--- src/rtl/maxpool2x2_pkg.sv ---
// Shared definitions for the 2x2/stride-2 max-pool core: state encoding and
// a width helper used to size the window counters.
package maxpool2x2_pkg;

  localparam int unsigned ST_W = 3;

  localparam logic [ST_W-1:0] ST_IDLE   = 3'd0;
  localparam logic [ST_W-1:0] ST_ADDR   = 3'd1;
  localparam logic [ST_W-1:0] ST_SAMPLE = 3'd2;
  localparam logic [ST_W-1:0] ST_WRITE  = 3'd3;
  localparam logic [ST_W-1:0] ST_DONE   = 3'd4;

  typedef enum logic [ST_W-1:0] {
    S_IDLE   = ST_IDLE,
    S_ADDR   = ST_ADDR,
    S_SAMPLE = ST_SAMPLE,
    S_WRITE  = ST_WRITE,
    S_DONE   = ST_DONE
  } state_t;

  // Bits needed to count 0..depth-1; never less than one bit.
  function automatic int unsigned clogb2(input int unsigned depth);
    int unsigned bits;
    bits = 1;
    while ((32'd1 << bits) < depth) bits++;
    return bits;
  endfunction

endpackage

--- src/rtl/maxpool2x2_addr_gen.sv ---
// Window/element counters and buffer address generation for the max-pool core.
// The input address is registered and loaded from the post-step counter values.
module maxpool2x2_addr_gen
  import maxpool2x2_pkg::*;
#(
  parameter int unsigned IMG_W         = 4,
  parameter int unsigned IMG_H         = 4,
  parameter int unsigned IN_ADR_WIDTH  = 8,
  parameter int unsigned OUT_ADR_WIDTH = 8
) (
  input  logic                     clk,
  input  logic                     rst,
  input  logic                     clear,
  input  logic                     step_elem,
  input  logic                     step_win,
  input  logic                     adr_load,
  input  logic                     adr_keep,
  output logic [IN_ADR_WIDTH-1:0]  in_adr,
  output logic [OUT_ADR_WIDTH-1:0] out_adr_c,
  output logic                     first_elem_c,
  output logic                     last_elem_c,
  output logic                     last_win_c
);

  localparam int unsigned OX_W = clogb2(IMG_W / 2);
  localparam int unsigned OY_W = clogb2(IMG_H / 2);
  localparam logic [OX_W-1:0] OX_LAST = OX_W'(IMG_W / 2 - 1);
  localparam logic [OY_W-1:0] OY_LAST = OY_W'(IMG_H / 2 - 1);

  logic [OX_W-1:0] ox, ox_nxt;
  logic [OY_W-1:0] oy, oy_nxt;
  logic            dx, dx_nxt;
  logic            dy, dy_nxt;
  logic [IN_ADR_WIDTH-1:0] in_adr_nxt;

  assign first_elem_c = !dx && !dy;
  assign last_elem_c  = dx && dy;
  assign last_win_c   = (ox == OX_LAST) && (oy == OY_LAST);

  assign out_adr_c = OUT_ADR_WIDTH'(32'(oy) * (IMG_W / 2) + 32'(ox));

  // Element order inside a window is dx-fastest; the 4th step wraps to (0,0).
  always_comb begin
    ox_nxt = ox;
    oy_nxt = oy;
    dx_nxt = dx;
    dy_nxt = dy;
    if (clear) begin
      ox_nxt = '0;
      oy_nxt = '0;
      dx_nxt = 1'b0;
      dy_nxt = 1'b0;
    end else begin
      if (step_elem) begin
        dx_nxt = !dx;
        dy_nxt = dy ^ dx;
      end
      if (step_win) begin
        if (ox == OX_LAST) begin
          ox_nxt = '0;
          oy_nxt = (oy == OY_LAST) ? '0 : oy + OY_W'(1);
        end else begin
          ox_nxt = ox + OX_W'(1);
        end
      end
    end
  end

  assign in_adr_nxt = IN_ADR_WIDTH'((32'(oy_nxt) * 2 + 32'(dy_nxt)) * IMG_W
                                    + 32'(ox_nxt) * 2 + 32'(dx_nxt));

  always_ff @(posedge clk or posedge rst) begin
    if (rst) begin
      ox     <= '0;
      oy     <= '0;
      dx     <= 1'b0;
      dy     <= 1'b0;
      in_adr <= '0;
    end else begin
      ox <= ox_nxt;
      oy <= oy_nxt;
      dx <= dx_nxt;
      dy <= dy_nxt;
      if (adr_load) begin
        in_adr <= in_adr_nxt;
      end else if (!adr_keep) begin
        in_adr <= '0;
      end
    end
  end

endmodule

--- src/rtl/maxpool2x2_core.sv ---
// 2x2, stride-2 max pooling of a signed IMG_H x IMG_W image from the input
// buffer into the output buffer, started by a pulse and ending with a done pulse.
module maxpool2x2_core
  import maxpool2x2_pkg::*;
#(
  parameter int unsigned DATA_WIDTH    = 32,
  parameter int unsigned IMG_W         = 4,
  parameter int unsigned IMG_H         = 4,
  parameter int unsigned IN_ADR_WIDTH  = 8,
  parameter int unsigned OUT_ADR_WIDTH = 8
) (
  input  logic                     clk,
  input  logic                     rst,
  input  logic                     axisif_start,
  output logic                     axisif_done,
  output logic [IN_ADR_WIDTH-1:0]  axisif_bufferIn_adr,
  input  logic [DATA_WIDTH-1:0]    axisif_bufferIn_data,
  output logic [OUT_ADR_WIDTH-1:0] axisif_bufferOut_adr,
  output logic [DATA_WIDTH-1:0]    axisif_bufferOut_data,
  output logic                     axisif_bufferOut_wr
);

  state_t                   state;
  logic [DATA_WIDTH-1:0]    acc;
  logic [DATA_WIDTH-1:0]    acc_nxt_c;
  logic [OUT_ADR_WIDTH-1:0] out_adr_c;
  logic                     first_elem_c;
  logic                     last_elem_c;
  logic                     last_win_c;
  logic                     clear_c;
  logic                     step_elem_c;
  logic                     step_win_c;
  logic                     adr_load_c;
  logic                     adr_keep_c;

  maxpool2x2_addr_gen #(
    .IMG_W         (IMG_W),
    .IMG_H         (IMG_H),
    .IN_ADR_WIDTH  (IN_ADR_WIDTH),
    .OUT_ADR_WIDTH (OUT_ADR_WIDTH)
  ) u_addr_gen (
    .clk          (clk),
    .rst          (rst),
    .clear        (clear_c),
    .step_elem    (step_elem_c),
    .step_win     (step_win_c),
    .adr_load     (adr_load_c),
    .adr_keep     (adr_keep_c),
    .in_adr       (axisif_bufferIn_adr),
    .out_adr_c    (out_adr_c),
    .first_elem_c (first_elem_c),
    .last_elem_c  (last_elem_c),
    .last_win_c   (last_win_c)
  );

  // Counter/address strobes: address is (re)loaded on entry to ADDR, held
  // through SAMPLE, and zeroed whenever the next state is IDLE or DONE.
  always_comb begin
    clear_c     = 1'b0;
    step_elem_c = 1'b0;
    step_win_c  = 1'b0;
    adr_load_c  = 1'b0;
    adr_keep_c  = 1'b0;
    case (state)
      S_IDLE: begin
        if (axisif_start) begin
          clear_c    = 1'b1;
          adr_load_c = 1'b1;
        end
      end
      S_ADDR:   adr_keep_c = 1'b1;
      S_SAMPLE: begin
        step_elem_c = 1'b1;
        adr_keep_c  = last_elem_c;
        adr_load_c  = !last_elem_c;
      end
      S_WRITE: begin
        step_win_c = 1'b1;
        adr_load_c = !last_win_c;
      end
      default: ;
    endcase
  end

  // Signed running max; strict compare keeps the earlier value on ties.
  always_comb begin
    acc_nxt_c = acc;
    if (first_elem_c || ($signed(axisif_bufferIn_data) > $signed(acc))) begin
      acc_nxt_c = axisif_bufferIn_data;
    end
  end

  always_ff @(posedge clk or posedge rst) begin
    if (rst) begin
      state                 <= S_IDLE;
      acc                   <= '0;
      axisif_done           <= 1'b0;
      axisif_bufferOut_wr   <= 1'b0;
      axisif_bufferOut_adr  <= '0;
      axisif_bufferOut_data <= '0;
    end else begin
      axisif_done         <= 1'b0;
      axisif_bufferOut_wr <= 1'b0;
      case (state)
        S_IDLE: begin
          if (axisif_start) state <= S_ADDR;
        end
        S_ADDR: state <= S_SAMPLE;
        S_SAMPLE: begin
          acc <= acc_nxt_c;
          if (last_elem_c) begin
            state                 <= S_WRITE;
            axisif_bufferOut_wr   <= 1'b1;
            axisif_bufferOut_adr  <= out_adr_c;
            axisif_bufferOut_data <= acc_nxt_c;
          end else begin
            state <= S_ADDR;
          end
        end
        S_WRITE: begin
          if (last_win_c) begin
            state       <= S_DONE;
            axisif_done <= 1'b1;
          end else begin
            state <= S_ADDR;
          end
        end
        S_DONE:  state <= S_IDLE;
        default: state <= S_IDLE;
      endcase
    end
  end

endmodule
--- config.mk ---
export PLATFORM = sky130hd
export DESIGN_NAME = maxpool2x2_core
export DESIGN_NICKNAME = d
export VERILOG_FILES = /design/src/rtl/maxpool2x2_pkg.sv /design/src/rtl/maxpool2x2_addr_gen.sv /design/src/rtl/maxpool2x2_core.sv
export SDC_FILE = /design/constraint.sdc
export NUM_CORES = 1
export LEC_CHECK = 0
export ABC_AREA = 1
export CORE_ASPECT_RATIO = 1.75
export CORE_MARGIN = 10
export CORE_UTILIZATION = 45
export DETAILED_ROUTE_END_ITERATION = 16
export PLACE_DENSITY = 0.66
export SLEW_MARGIN = 15
export SYNTH_ARGS = -nofsm -noshare
export SYNTH_HDL_FRONTEND = slang
export SYNTH_SLANG_ARGS = --single-unit
--- constraint.sdc ---
create_clock -name clk -period 4.11 [get_ports clk]
set_clock_uncertainty 0.2 [all_clocks]
set_input_delay 0.822 -clock clk [delete_from_list [all_inputs] [get_ports clk]]
set_output_delay 0.822 -clock clk [all_outputs]
set_load 0.005 [all_outputs]
==> impl_results.md <==
- CP required: between 4000 and 5000 ps
- Chip height: approximately 160 µm
- Mean post-synth cell area: roughly 8 µm²
- Synth top area share: 0.413
- Top-count cell post-synth: nand2_1
- Minimum clock period: between 3000 and 4000 ps
- Via count: around 4,000
- Final period utilization: 0.788
- Peak VDD IR: 0.802 mV
- Port buffer count: 74
- Setup Fix Bufs, Post-CTS: 0
- Initial antenna violation count: 0
- Area leader, netlist: dfrtp_1
- Worst setup margin: around 870 ps
- Routed WL: roughly 12,000 µm
- Initial Utilization: 0.462
- Top Ports: 85
- Max Freq: approximately 0.31 GHz
- Post-route ant nets: 0
- CTS H-tree lvls: 3
- Crit path kind: in -> reg
- Crit end category: register
- Clock sinks: 79
- DIE WIDTH: 97.9 µm
- Largest net degree at the start of global routing: between 50 and 60
- Placed cell count: a little under 800
- First-pass iteration count of the detailed router: 4
- R2R Setup Slk: approximately 1300 ps
- GRT Overall Usage: 0.163
- N_diodes: 0
- Most common library cells after synthesis: nand2_1, nand3_1, inv_1
- Post-Layout Cell Count: 794
- Worst-path clk slew: about 60 ps
- Status: completed
- Power, Total: roughly 4.7 mW
- Clk buf depth: 2
- Skew-Pair Late Insertion Delay: 340 ps
- FF-to-FF Start: state[2]
- CTS tree: built
- CTS buffer count: 9
- MaxCap Viol Count: 0
- Layout cell share with drive strength beyond 1: 0.0945
- Area Overhead vs Synth: 22.8%
- Number of global-route vias before repair: approximately 4,300
- Worst Setup Start Kind: input pin
- Critical Path End: acc[29]
- Vias per inst: a little over 5
- R2R Path End: acc[17]
- Core area: around 0.010 mm²
- Max FO, Critical Path: 32
- Worst Hold Class: reg -> reg
- GRT overflow: 0
- Synth Flop Type: dfrtp_1
- Hold_ws: 275 ps
- Number of distinct library cells after synthesis: 28
- Worst reg2reg path depth: 5
- Area post-placement: between 0.005 and 0.006 mm²
- Syn Inst Count: approximately 590
- Synth area leaders: dfrtp_1, nand2_1, nand3_1
- Row cnt: 49
- Post-synth EDFFs: 0
- Syn Std Cell Area: roughly 0.0048 mm²
- Final core occ: 0.567
- Post_cts resized: 0
- Seq/Total Area, Yosys: 0.413
- Die ar.: about 0.015 mm²
- YS warnings: 0
- Arrival @ worst endpoint: 3260 ps
- Setup TNS Final: 0 ps
- RSZ-0062 raised after global routing: no
- Rel. slew slack: 0.276
- Post-route cell area: a little under 0.006 mm²
- Routability cong.: 0.841
- Slew @ Worst Pin: 1080 ps
- Post-DP HPWL: 8590 µm
- Net total in the final layout: 732
- DRC Markers: 0
- PD cells: around 800 mW/mm²
- Post-synth ARST share: 1.00
- Slew Viols, Final: 0
- First-pass GRT wire length: 20,500 µm
- Crit. Startpoint: axisif_bufferIn_data[31]
- DRT iter0 DRCs: 198
- Leakage: between 3 and 4 nW
- Root Buffer: clkbuf_16
- Seq cells post-synth: between 70 and 80
- Final Hold Violating Endpoints: 0
- Final setup vio count: 0
- Setup WS pre-CTS: approximately 510 ps
- DR WL/cell: around 15 µm
- Hold buffer count at cts: 0
## cells in the final DEF (no fill, tap or decap), types with 9 or more instances in the layout
master             n
a21oi_1           17
dfrtp_1           79
conb_1            10
nand3_1          100
clkbuf_16          9
nand2_4           31
nand2_1          175
inv_1             78
nor2_1            15
clkdlybuf4s50_1   74
ha_1              35
## worst min path at each step
stage	startpoint	endpoint	slack (ps)	depth (start not counted)
after floorplan	acc[10]	acc[10]	250	2
after detailed placement	axisif_bufferOut_data[20]	axisif_bufferOut_data[20]	260	2
after CTS	axisif_bufferOut_data[20]	axisif_bufferOut_data[20]	280	2
final	axisif_bufferOut_data[21]	axisif_bufferOut_data[21]	270	2
after global routing	acc[8]	acc[8]	290	2
after global placement	axisif_bufferOut_adr[1]	axisif_bufferOut_adr[1]	260	2
## worst max-delay path, cell delays in order
cell             delay, ps
clkdlybuf4s50_1        460
ha_1                   360
a21oi_1                160
o21a_1                 140
nand2_1                 50
a21oi_1                150
nand3_1                110
nand2_2                100
nand2_4                130
nand2_8                430
nand2_1                140
nand3_1                100
nand2_1                 80
## state kept, by name, summed over array words and instances (netlist names), 2 cells and up
name,flops
axisif_bufferOut_adr,2
axisif_bufferOut_data,32
u_addr_gen.in_adr,4
acc,32
state,3
## power breakdown
| group | total (mW) | internal, mW | switching (mW) |
|---|---|---|---|
| combinational | 2.44 | 0.990 | 1.45 |
| clock | 0.884 | 0.552 | 0.332 |
| sequential | 1.36 | 1.15 | 0.202 |
| total | 4.68 | 2.70 | 1.99 |
## cell type report
type | count | area (µm²)
Clock buffer | 10 | 239
Clock inverter | 6 | 91.3
Fill cell | 970 | 4490
Inverter | 84 | 317
Multi-Input combinational cell | 408 | 2300
Sequential cell | 79 | 1980
Tap cell | 127 | 159
Timing Repair Buffer | 80 | 786
## logic make-up after synthesis
| group | synth area share |
|---|---|
| other | 0.000784 |
| AO/OA/AOI/OAI | 0.0379 |
| AND/OR/NAND/NOR | 0.344 |
| adder cells (fa/ha/maj) | 0.0915 |
| flip-flops | 0.413 |
| buffers and inverters | 0.112 |
## per-layer routing
layer / GRT usage / part of all wire
met2: 0.305 / 0.55
met4: 0.0640 / 0.021
met3: 0.0366 / 0.042
met5: 0 / 0
met1: 0.169 / 0.39
No activity file was read; power rests on OpenSTA's default activity.
